**config.mk**
```make
export PLATFORM = sky130hd
export DESIGN_NAME = program_encoder
export DESIGN_NICKNAME = d
export VERILOG_FILES = /design/src/rtl/program_encoder.sv
export SDC_FILE = /design/constraint.sdc
export NUM_CORES = 1
export LEC_CHECK = 0
export CORE_UTILIZATION = 37
export DETAILED_ROUTE_END_ITERATION = 16
export HOLD_SLACK_MARGIN = 0.1
export SYNTH_ARGS = -nofsm -noshare
export SYNTH_HDL_FRONTEND = slang
export SYNTH_SLANG_ARGS = --single-unit
export TNS_END_PERCENT = 100
```
**constraint.sdc**
```tcl
create_clock -name clk -period 2.5 [get_ports clk]
set_input_delay 0.5 -clock clk [delete_from_list [all_inputs] [get_ports clk]]
set_output_delay 0.5 -clock clk [all_outputs]
set_load 0.02 [all_outputs]
```
**src/rtl/program_encoder.sv**
```systemverilog
// program_encoder: serialises a latched block as length, address hi/lo, type, then data bytes
// over a valid/ready byte stream, counting every accepted byte.
module program_encoder #(
    parameter int DATA_BLOCK_MAX_SIZE = 64,
    parameter int COUNT_BITS          = 16
) (
    input  logic                  clk,
    input  logic                  rst,
    input  logic                  start,
    output logic                  ready,
    output logic                  done,
    output logic                  error,
    input  logic [7:0]            block_length,
    input  logic [15:0]           block_address,
    input  logic [7:0]            block_type,
    input  logic [7:0]            block_data [DATA_BLOCK_MAX_SIZE],
    output logic [7:0]            out_data,
    output logic                  out_valid,
    input  logic                  out_ready,
    output logic [COUNT_BITS-1:0] byte_count
);
    localparam int IW = $clog2(DATA_BLOCK_MAX_SIZE + 1);
    localparam int AW = DATA_BLOCK_MAX_SIZE > 1 ? $clog2(DATA_BLOCK_MAX_SIZE) : 1;
    localparam logic [8:0] MAX_LEN = 9'(DATA_BLOCK_MAX_SIZE);

    typedef enum logic [2:0] {IDLE, LEN, ADDR_H, ADDR_L, TYPE, DATA} state_t;

    state_t                  state_q, state_d;
    logic [7:0]              len_q, type_q;
    logic [15:0]             addr_q;
    logic [7:0]              data_q [DATA_BLOCK_MAX_SIZE];
    logic [IW-1:0]           idx_q, idx_d;
    logic                    done_q, done_d, error_q, error_d;
    logic [COUNT_BITS-1:0]   cnt_q;
    logic                    xfer, accept, last;

    assign ready      = state_q == IDLE;
    assign out_valid  = state_q != IDLE;
    assign done       = done_q;
    assign error      = error_q;
    assign byte_count = cnt_q;
    assign xfer       = out_valid && out_ready;
    assign last       = 9'(idx_q) + 9'd1 == {1'b0, len_q};

    always_comb begin
        state_d = state_q;
        idx_d   = idx_q;
        done_d  = 1'b0;
        error_d = 1'b0;
        accept  = 1'b0;
        case (state_q)
            IDLE: begin
                accept  = start && ({1'b0, block_length} <= MAX_LEN);
                error_d = start && ({1'b0, block_length} > MAX_LEN);
                state_d = accept ? LEN : IDLE;
            end
            LEN:    state_d = xfer ? ADDR_H : LEN;
            ADDR_H: state_d = xfer ? ADDR_L : ADDR_H;
            ADDR_L: state_d = xfer ? TYPE : ADDR_L;
            TYPE: if (xfer) begin
                idx_d   = '0;
                done_d  = len_q == 8'd0;
                state_d = done_d ? IDLE : DATA;
            end
            DATA: if (xfer) begin
                done_d  = last;
                idx_d   = last ? '0 : idx_q + IW'(1);
                state_d = last ? IDLE : DATA;
            end
            default: state_d = IDLE;
        endcase
    end

    always_comb begin
        out_data = 8'h00;
        case (state_q)
            LEN:     out_data = len_q;
            ADDR_H:  out_data = addr_q[15:8];
            ADDR_L:  out_data = addr_q[7:0];
            TYPE:    out_data = type_q;
            DATA:    out_data = data_q[idx_q[AW-1:0]];
            default: out_data = 8'h00;
        endcase
    end

    always_ff @(posedge clk or negedge rst) begin
        if (!rst) begin
            state_q <= IDLE;
            idx_q   <= '0;
            done_q  <= 1'b0;
            error_q <= 1'b0;
            cnt_q   <= '0;
            len_q   <= '0;
            addr_q  <= '0;
            type_q  <= '0;
        end else begin
            state_q <= state_d;
            idx_q   <= idx_d;
            done_q  <= done_d;
            error_q <= error_d;
            cnt_q   <= cnt_q + COUNT_BITS'(xfer);
            if (accept) begin
                len_q  <= block_length;
                addr_q <= block_address;
                type_q <= block_type;
            end
        end
    end

    always_ff @(posedge clk or negedge rst) begin
        if (!rst)
            data_q <= '{default: '0};
        else if (accept)
            data_q <= block_data;
    end
endmodule

```
Yosys cells after proc, flatten, opt, wreduce, memory -nomap -nowiden:

Cells that the tools add are included.

* register bits after elaboration: 572
* input bits: 548

* add/subtract/negate cells: 3
* $lt $le $gt $ge: 3
* equality and inequality tests: 8
* mux-type cells: 22
* bitwise operators: 1
* reduce and logical (&&, ||, !) cells: 9

Operators with widths (number)
* $bmux W8 S6: 1
* $pmux W8 S5: 1
* $mux W7: 3
* $pmux W3 S6: 1
* $add A16 B1 Y16: 1
* $mux W8: 2
* $mux W3: 5
* $pmux W7 S2: 1
* $add A7 B1 Y8 const B: 1
* $eq A8 B8 Y1: 1
* $gt A8 B7 Y1 const B: 1
* $le A8 B7 Y1 const B: 1
* $logic_not A8 Y1: 1
* $add A7 B1 Y7 const B: 1
* $ge A7 B7 Y1 const B: 1
* $not A6 Y7: 1
* $eq A3 B2 Y1 const B: 2
* $eq A3 B3 Y1 const B: 2
* $mux W1: 6
* $ne A2 B2 Y1 const B: 2
* $eq A3 B1 Y1 const B: 1
* $logic_and A1 B1 Y1: 3
* $logic_not A3 Y1: 1
* $reduce_and A3 Y1: 1
* other kinds (5): 5

Longest topological paths before layout:

Gate-level depths: netlist of run 1.

* depth in word-level cells: 5
* gate-level depth with buffers: 10

Worst setup path after synthesis of run 1:

OpenSTA, ideal clock, no wires.

* kind: register -> output
* start point: register idx_q[0]
* end point: output port out_data[6]
* data arrival time: 2136 ps
* required time: 2000 ps
* path slack: -136 ps
* cell stages (with the launch flop): 11
* path buffers: 4
* path through: dfrtp_1 buf_4 buf_4 buf_4 and2_1 buf_2 a22oi_1 nand2_1 o21ai_0 nor3_1 o21ai_0

* cells in the longest elaborated chain, start to end: 5

RTL lines
* start, declared: RTL line 32 `logic [IW-1:0] idx_q, idx_d;`
* start signal, assigned: RTL line 98 `idx_q <= idx_d;`
* $not A6 Y7 (not written as such): RTL line 81 `DATA: out_data = data_q[idx_q[AW-1:0]];`
* $bmux W8 S6: RTL line 81
* $mux W8 (not written as such) (2 in a row): RTL line 81
* $pmux W8 S5: RTL line 76 `case (state_q)`
* end, declared: RTL line 17 `output logic [7:0] out_data,`

No other way between the ends. The select of a mux whose other input is x is not followed.

Final worst setup path of run 1:

* start point: register idx_q[0]
* end point: output port out_data[3]

Same word-level chain as after synthesis.

==> flow_metrics.tcl, run 1 <==
set metrics [dict create \
    p_leak_nw 15.7 \
    dpl_cell_area_mm2 0.0352 \
    p_per_area_mw_per_mm2 1090 \
    synth-edff-count 0 \
    min_path_type "input port to asynchronous set/reset pin" \
    cpPeakStageDelay_ps 540 \
    vias 18300 \
    cts.sinks 572 \
    fmax_mhz 282 \
    cp_max_fo 6 \
    clockBufferDepth 3 \
    status "complete, but fails checks" \
    die_area_mm2 0.0717 \
    rows 97 \
    slew_headroom_pct 58.8 \
    tritoncts "yes" \
    skew_ps 22.2 \
    totalNegativeSetupSlack_ps -10130 \
    drive_above_1_share_pct 43.9 \
    avgSynthCellArea_um2 15.4 \
    endpoint "out_data[3]" \
    syn_inst 1700 \
    r2r_end "idx_q[3]" \
    failed_checks "setup timing" \
    place.gp.congestion 0.886 \
    remaining_drc_errors 0 \
    ir_drop_uv 466 \
    detail_route.wl_per_cell_um 25.2 \
    r2r_setup_slack_ps -310 \
    antenna_found_initial 5 \
    die_h_um 268 \
    critPathRequiredTime_ps 2000 \
    drtPass1Iterations 7 \
    r2r_start "idx_q[1]" \
    dp_cells 3384 \
    drtIter0Drc 1134 \
    wl_mm 89.1 \
    end_kind "primary output" \
    worstSetupStartpointType "flop" \
    synthArstFlopShare_pct 100 \
    cp_slowest_cell "mux4_2" \
    crit_start "idx_q[0]" \
    clock_latency_ps 610 \
    cts_buffers 66 \
    grt.overflow.total 0 \
    final_hold_viol_count 0 \
    final_util_pct 54.4 \
    slew_violations 0 \
    synth_seq_cells 572 \
    clkTransAtPathRegs_ps 60 \
    area_delta_synth_final_pct 45.5 \
    fin_ws_ps -1040 \
    avgViaCountPerCell 5.17 \
    ant_nets 0 \
    grt_pass1_vias 19900 \
    ioPinCount 576 \
    num-fill-cells 5769 \
    netlist_area_mm2 0.0261 \
    grt_max_degree 94 \
    root_buffer "clkbuf_16" \
    stdcell_count 3535 \
    ys_seq_area_share_pct 54.8 \
    htree_levels 3 \
    ys_types 56 \
    yosys.area.top_type "dfrtp_1" \
    worst_hold_slack_ps 368 \
    initial_core_util_pct 37.4 \
    design_area_mm2 0.0380 \
    synth_top_area_share_pct 54.8 \
    setup_viol 18 \
    crit_type "flop to primary output" \
    core_area_mm2 0.0699 \
    cp_common_cell "buf_12" \
    ys.warnings.count 0 \
    fin_crit_sh_pct 142 \
    die_w_um 268 \
    grt_pass1_wl_mm 129 \
    track_usage_pct 25.0 \
    drv_cap 0 \
    final_common_cell "dfrtp_1" \
    dp_hpwl_mm 69.4 \
    synthTopCellsByArea "dfrtp_1, mux2_2, mux4_2, mux2i_1, buf_2" \
    nets 3095 \
    arrival_ps 3040 \
    final_cell_mix "dfrtp_1, clkdlybuf4s50_1, mux2_2" \
    worst-r2r-cell-count 13 \
    cp_cell_sequence "buf_12 -> buf_12 -> buf_12 -> mux4_2 -> mux4_2 -> a211oi_2 -> nand2_2 -> buf_2" \
    synth_ff_type "dfrtp_1" \
    fin_crit_ps 3540 \
    rsz0062_at_grt "yes" \
    portBuffers 575 \
    tightest_slew_ps 616 \
    synth_fp_nets 2251 \
]
-- cells in the mapped netlist, types with 15 or more instances --
library cell / number
a21oi_1: 17
dfrtp_1: 572
mux4_2: 115
buf_2: 76
nand3_1: 20
clkbuf_1: 15
mux2i_1: 72
mux2_2: 543
nand2_1: 39
a22oi_1: 40
nor2_1: 21
buf_4: 18
-- metal layers --
layer  routed length (um)  vias to the layer above  GRT usage, %
met4                 3210                        2          9.64
met2                44100                      575          41.5
li1                     -                     8102             -
met3                 4440                      144          4.29
met1                37400                     9448          32.7
met5                   16                        -             0
-- registers in the layout (all words and copies together) (netlist names) --
name        count
type_q          8
data_q        512
addr_q         16
idx_q           7
byte_count     16
done            1
state_q         3
len_q           8
error           1
-- how the worst min path moves through the flow --
stage / slack [ps] / endpoint / from
2_1_floorplan: 200 / addr_q[0] / rst
5_1_grt: 380 / data_q[239] / rst
4_1_cts: 360 / data_q[29] / rst
3_5_place_dp: 400 / data_q[239] / rst
6_report: 370 / data_q[239] / rst
3_3_place_gp: 400 / data_q[239] / rst
-- kinds of logic (layout without fill, tap and decap cells) --
logic type      Yosys count  count (layout)  synth area share [%]
xor+xnor                 22              22                 0.738
buf+inv                 120            1011                  2.43
fa+ha+maj                 3               3                 0.144
other cells               0               4                     0
flops                   572             572                  54.8
compound gates          111             111                  3.02
simple gates            142             142                  2.80
mux                     730             730                  36.1
-- cell type report --
class	count	area, um2	area share [%]
sequential	572	14300	37.7
multi-input combinational	1008	11400	30.0
timing repair buffer	890	8940	23.5
clock buffer	98	1950	5.14
tap	940	1180	3.09
clock inverter	17	178	0.467
inverter	6	22.5	0.0592
antenna	4	10.0	0.0263
-- where the power goes --
group	switching, mW	internal (mW)
Clock	3.92	5.63
Sequential	2.83	13.8
Combinational	5.85	9.54
-- critical path, delay by kind of cell (launching register included) --
kind,cells,cell delay (ps)
compound gates,1,220
buf+inv,4,620
flops,1,520
mux,2,950
simple gates,1,140
-- metrics by stage --
step | worst slack [ps] | power, mW
5_1_grt | -1140 | 43.7
6_report | -1040 | 41.6
3_5_place_dp | -926 | 31.5
4_1_cts | -1100 | 41.8
3_3_place_gp | -956 | 31.1
2_1_floorplan | -10.4 | 24.5
-- timing repair --
action / 4_1_cts / 5_1_grt
pin swaps: 15 / 9
buffers inserted: 21 / 7
endpoints found under the hold margin: 20 / 0
resized for setup: 88 / 15
cloned: 5 / 0
hold buffers: 1 / 0
setup endpoints to repair: 22 / 20
No activity file was read; power rests on OpenSTA's default activity.
==> run 2: changes to the inputs <==
--- a/config.mk
+++ b/config.mk
@@ -6,8 +6,10 @@
 export NUM_CORES = 1
 export LEC_CHECK = 0
 export CORE_UTILIZATION = 37
+export CTS_CLUSTER_SIZE = 40
 export DETAILED_ROUTE_END_ITERATION = 16
 export HOLD_SLACK_MARGIN = 0.1
+export REMOVE_ABC_BUFFERS = 1
 export SYNTH_ARGS = -nofsm -noshare
 export SYNTH_HDL_FRONTEND = slang
 export SYNTH_SLANG_ARGS = --single-unit
==> run 2 against run 1 <==
  * Wire length decreased by 6.3%
  * Final area is 0.13% higher
  * Highest routed layer unchanged
  * The flow still finishes with violations (setup timing)
  * Utilization up 0.068 points
  * Sequential cell count unchanged
  * Global-route usage fell by 1.7 points
  * Register-to-register slack got worse by 100 ps
  * Critical path depth rose by 1
  * Fmax up 3.3%
==> flow_metrics.tcl, run 2 (synthesized netlist as in run 1, its figures left out) <==
set metrics [dict create \
    power_frac_comb_pct 36.2 \
    vias 17900 \
    root_buffer "clkbuf_16" \
    die_w_um 268 \
    drtIter0Drc 900 \
    p_per_area_mw_per_mm2 1080 \
    place_ws_ps -877 \
    grt_pass1_vias 19900 \
    power.switching_mw 11.9 \
    critPathRequiredTime_ps 2000 \
    die_h_um 268 \
    grt_max_degree 83 \
    antenna_found_initial 19 \
    grt.overflow.total 0 \
    clkTransAtPathRegs_ps 60 \
    status "complete, but fails checks" \
    seqPwrFrac_pct 39.9 \
    final_cell_mix "dfrtp_1, clkdlybuf4s50_1, mux2_2" \
    remaining_drc_errors 0 \
    dp_hpwl_mm 63.7 \
    tritoncts "yes" \
    rsz0062_at_grt "yes" \
    fin_crit_sh_pct 137 \
    cp_max_fo 5 \
    drtPass1Iterations 5 \
    die_area_mm2 0.0717 \
    ir_drop_uv 574 \
    slew_violations 0 \
    ioPinCount 576 \
    setup_viol 18 \
    avgViaCountPerCell 5.07 \
    core_area_mm2 0.0699 \
    intPower_mw 29.3 \
    seq_area_mm2 0.0143 \
    detail_route.wl_per_cell_um 23.6 \
    dpl_cell_area_mm2 0.0352 \
    place.gp.congestion 0.881 \
    portBuffers 575 \
    wl_mm 83.5 \
    regMostFlops "data_q" \
    slew_headroom_pct 68.0 \
    fin_crit_ps 3430 \
    track_usage_pct 23.3 \
    drv_cap 0 \
    arrival_ps 2930 \
    cts.sinks 572 \
    fmax_mhz 292 \
    drive_above_1_share_pct 44.0 \
    ant_nets 0 \
    fin_ws_ps -930 \
    area_delta_synth_final_pct 45.7 \
    num-fill-cells 5785 \
    final_hold_viol_count 0 \
    end_kind "primary output" \
    multi_input_area_mm2 0.0114 \
    pwr-share-clk_pct 23.8 \
    crit_type "flop to primary output" \
    nets 3096 \
    worstSetupStartpointType "flop" \
    cts_buffers 66 \
    largest_reg_flops 512 \
    skew_ps 12.0 \
    p_leak_nw 15.7 \
    p_sw_share_pct 28.8 \
    final_common_cell "dfrtp_1" \
    clockBufferDepth 3 \
    htree_levels 3 \
    design_area_mm2 0.0381 \
    rows 97 \
    tightest_slew_ps 480 \
    initial_core_util_pct 37.4 \
    grt_pass1_wl_mm 124 \
    failed_checks "setup timing" \
    min_path_type "input port to asynchronous set/reset pin" \
    clock_latency_ps 590 \
]
==> run 2: cell types whose count changed in the layout (fill, tap and decap cells not counted), moves of 3 or more <==
cell,delta
nand2_2,-3
clkbuf_1,-6
buf_6,-4
nand2_1,+4
clkinv_2,+6
clkbuf_16,+4
==> run 2: timing repair <==
item	CTS	global route
hold buffers	1	0
setup buffers	13	11
cloned	2	2
endpoints found under the hold margin	38	0
resized for setup	102	35
endpoints found under the setup margin	19	21
pin swaps	11	15
==> run 2: final cells by class <==
cell class	count	area share [%]
clock inverter	23	0.618
antenna	3	0.0197
tap	940	3.09
sequential	572	37.6
multi-input combinational	1008	29.9
inverter	6	0.0592
timing repair buffer	891	23.5
clock buffer	93	5.17
==> run 2: layer usage <==
layer | vias to the layer above | GRT usage (%) | wire, um
li1 | 8067 | - | -
met1 | 9186 | 29.9 | 34900
met2 | 506 | 39.9 | 42000
met3 | 139 | 5.12 | 4520
met4 | 30 | 5.85 | 1890
met5 | - | 0 | 193
==> run 2: critical path, cell delays in order (launching register included) <==
cell and delay, ps:
dfrtp_4 510, buf_12 160, buf_16 140, buf_12 120, mux4_2 400, mux4_2 500, a21oi_2 160, buf_4 150
nand2_2 60, buf_6 140
==> run 2: final timing paths <==
path	start	end	slack, ps	cells past startpoint
worst min register to register	byte_count[15]	byte_count[15]	470	1
worst max register to register	idx_q[0]	idx_q[5]	-410	11
min in group clk	byte_count[15]	byte_count[15]	470	1
worst max-delay path	idx_q[0]	out_data[1]	-930	9
worst min-delay path	rst	data_q[110]	430	2
max in group asynchronous	rst	data_q[448]	1170	4
==> run 2: power by group through the flow <==
stage	logic (mW)	clock network [mW]	registers, mW
6_report	14.9	9.82	16.4
5_1_grt	16.1	10.4	17.0
4_1_cts	14.9	10.1	16.5
3_5_place_dp	14.3	0	16.6
3_3_place_gp	13.9	0	16.5
2_1_floorplan	9.39	0	15.8
==> run 2: stage by stage <==
step	util (%)	power, mW	hold WS, ps	TNS (ps)	instances
after floorplan	-	25.2	204	-6975770	1586
after global placement	50.4	30.5	462	-181820	3392
after detailed placement	50.4	30.9	468	-191430	3392
after CTS	54.2	41.5	424	-9130	3524
after global routing	54.4	43.5	453	-11750	3535
final	54.4	41.2	427	-10010	3536
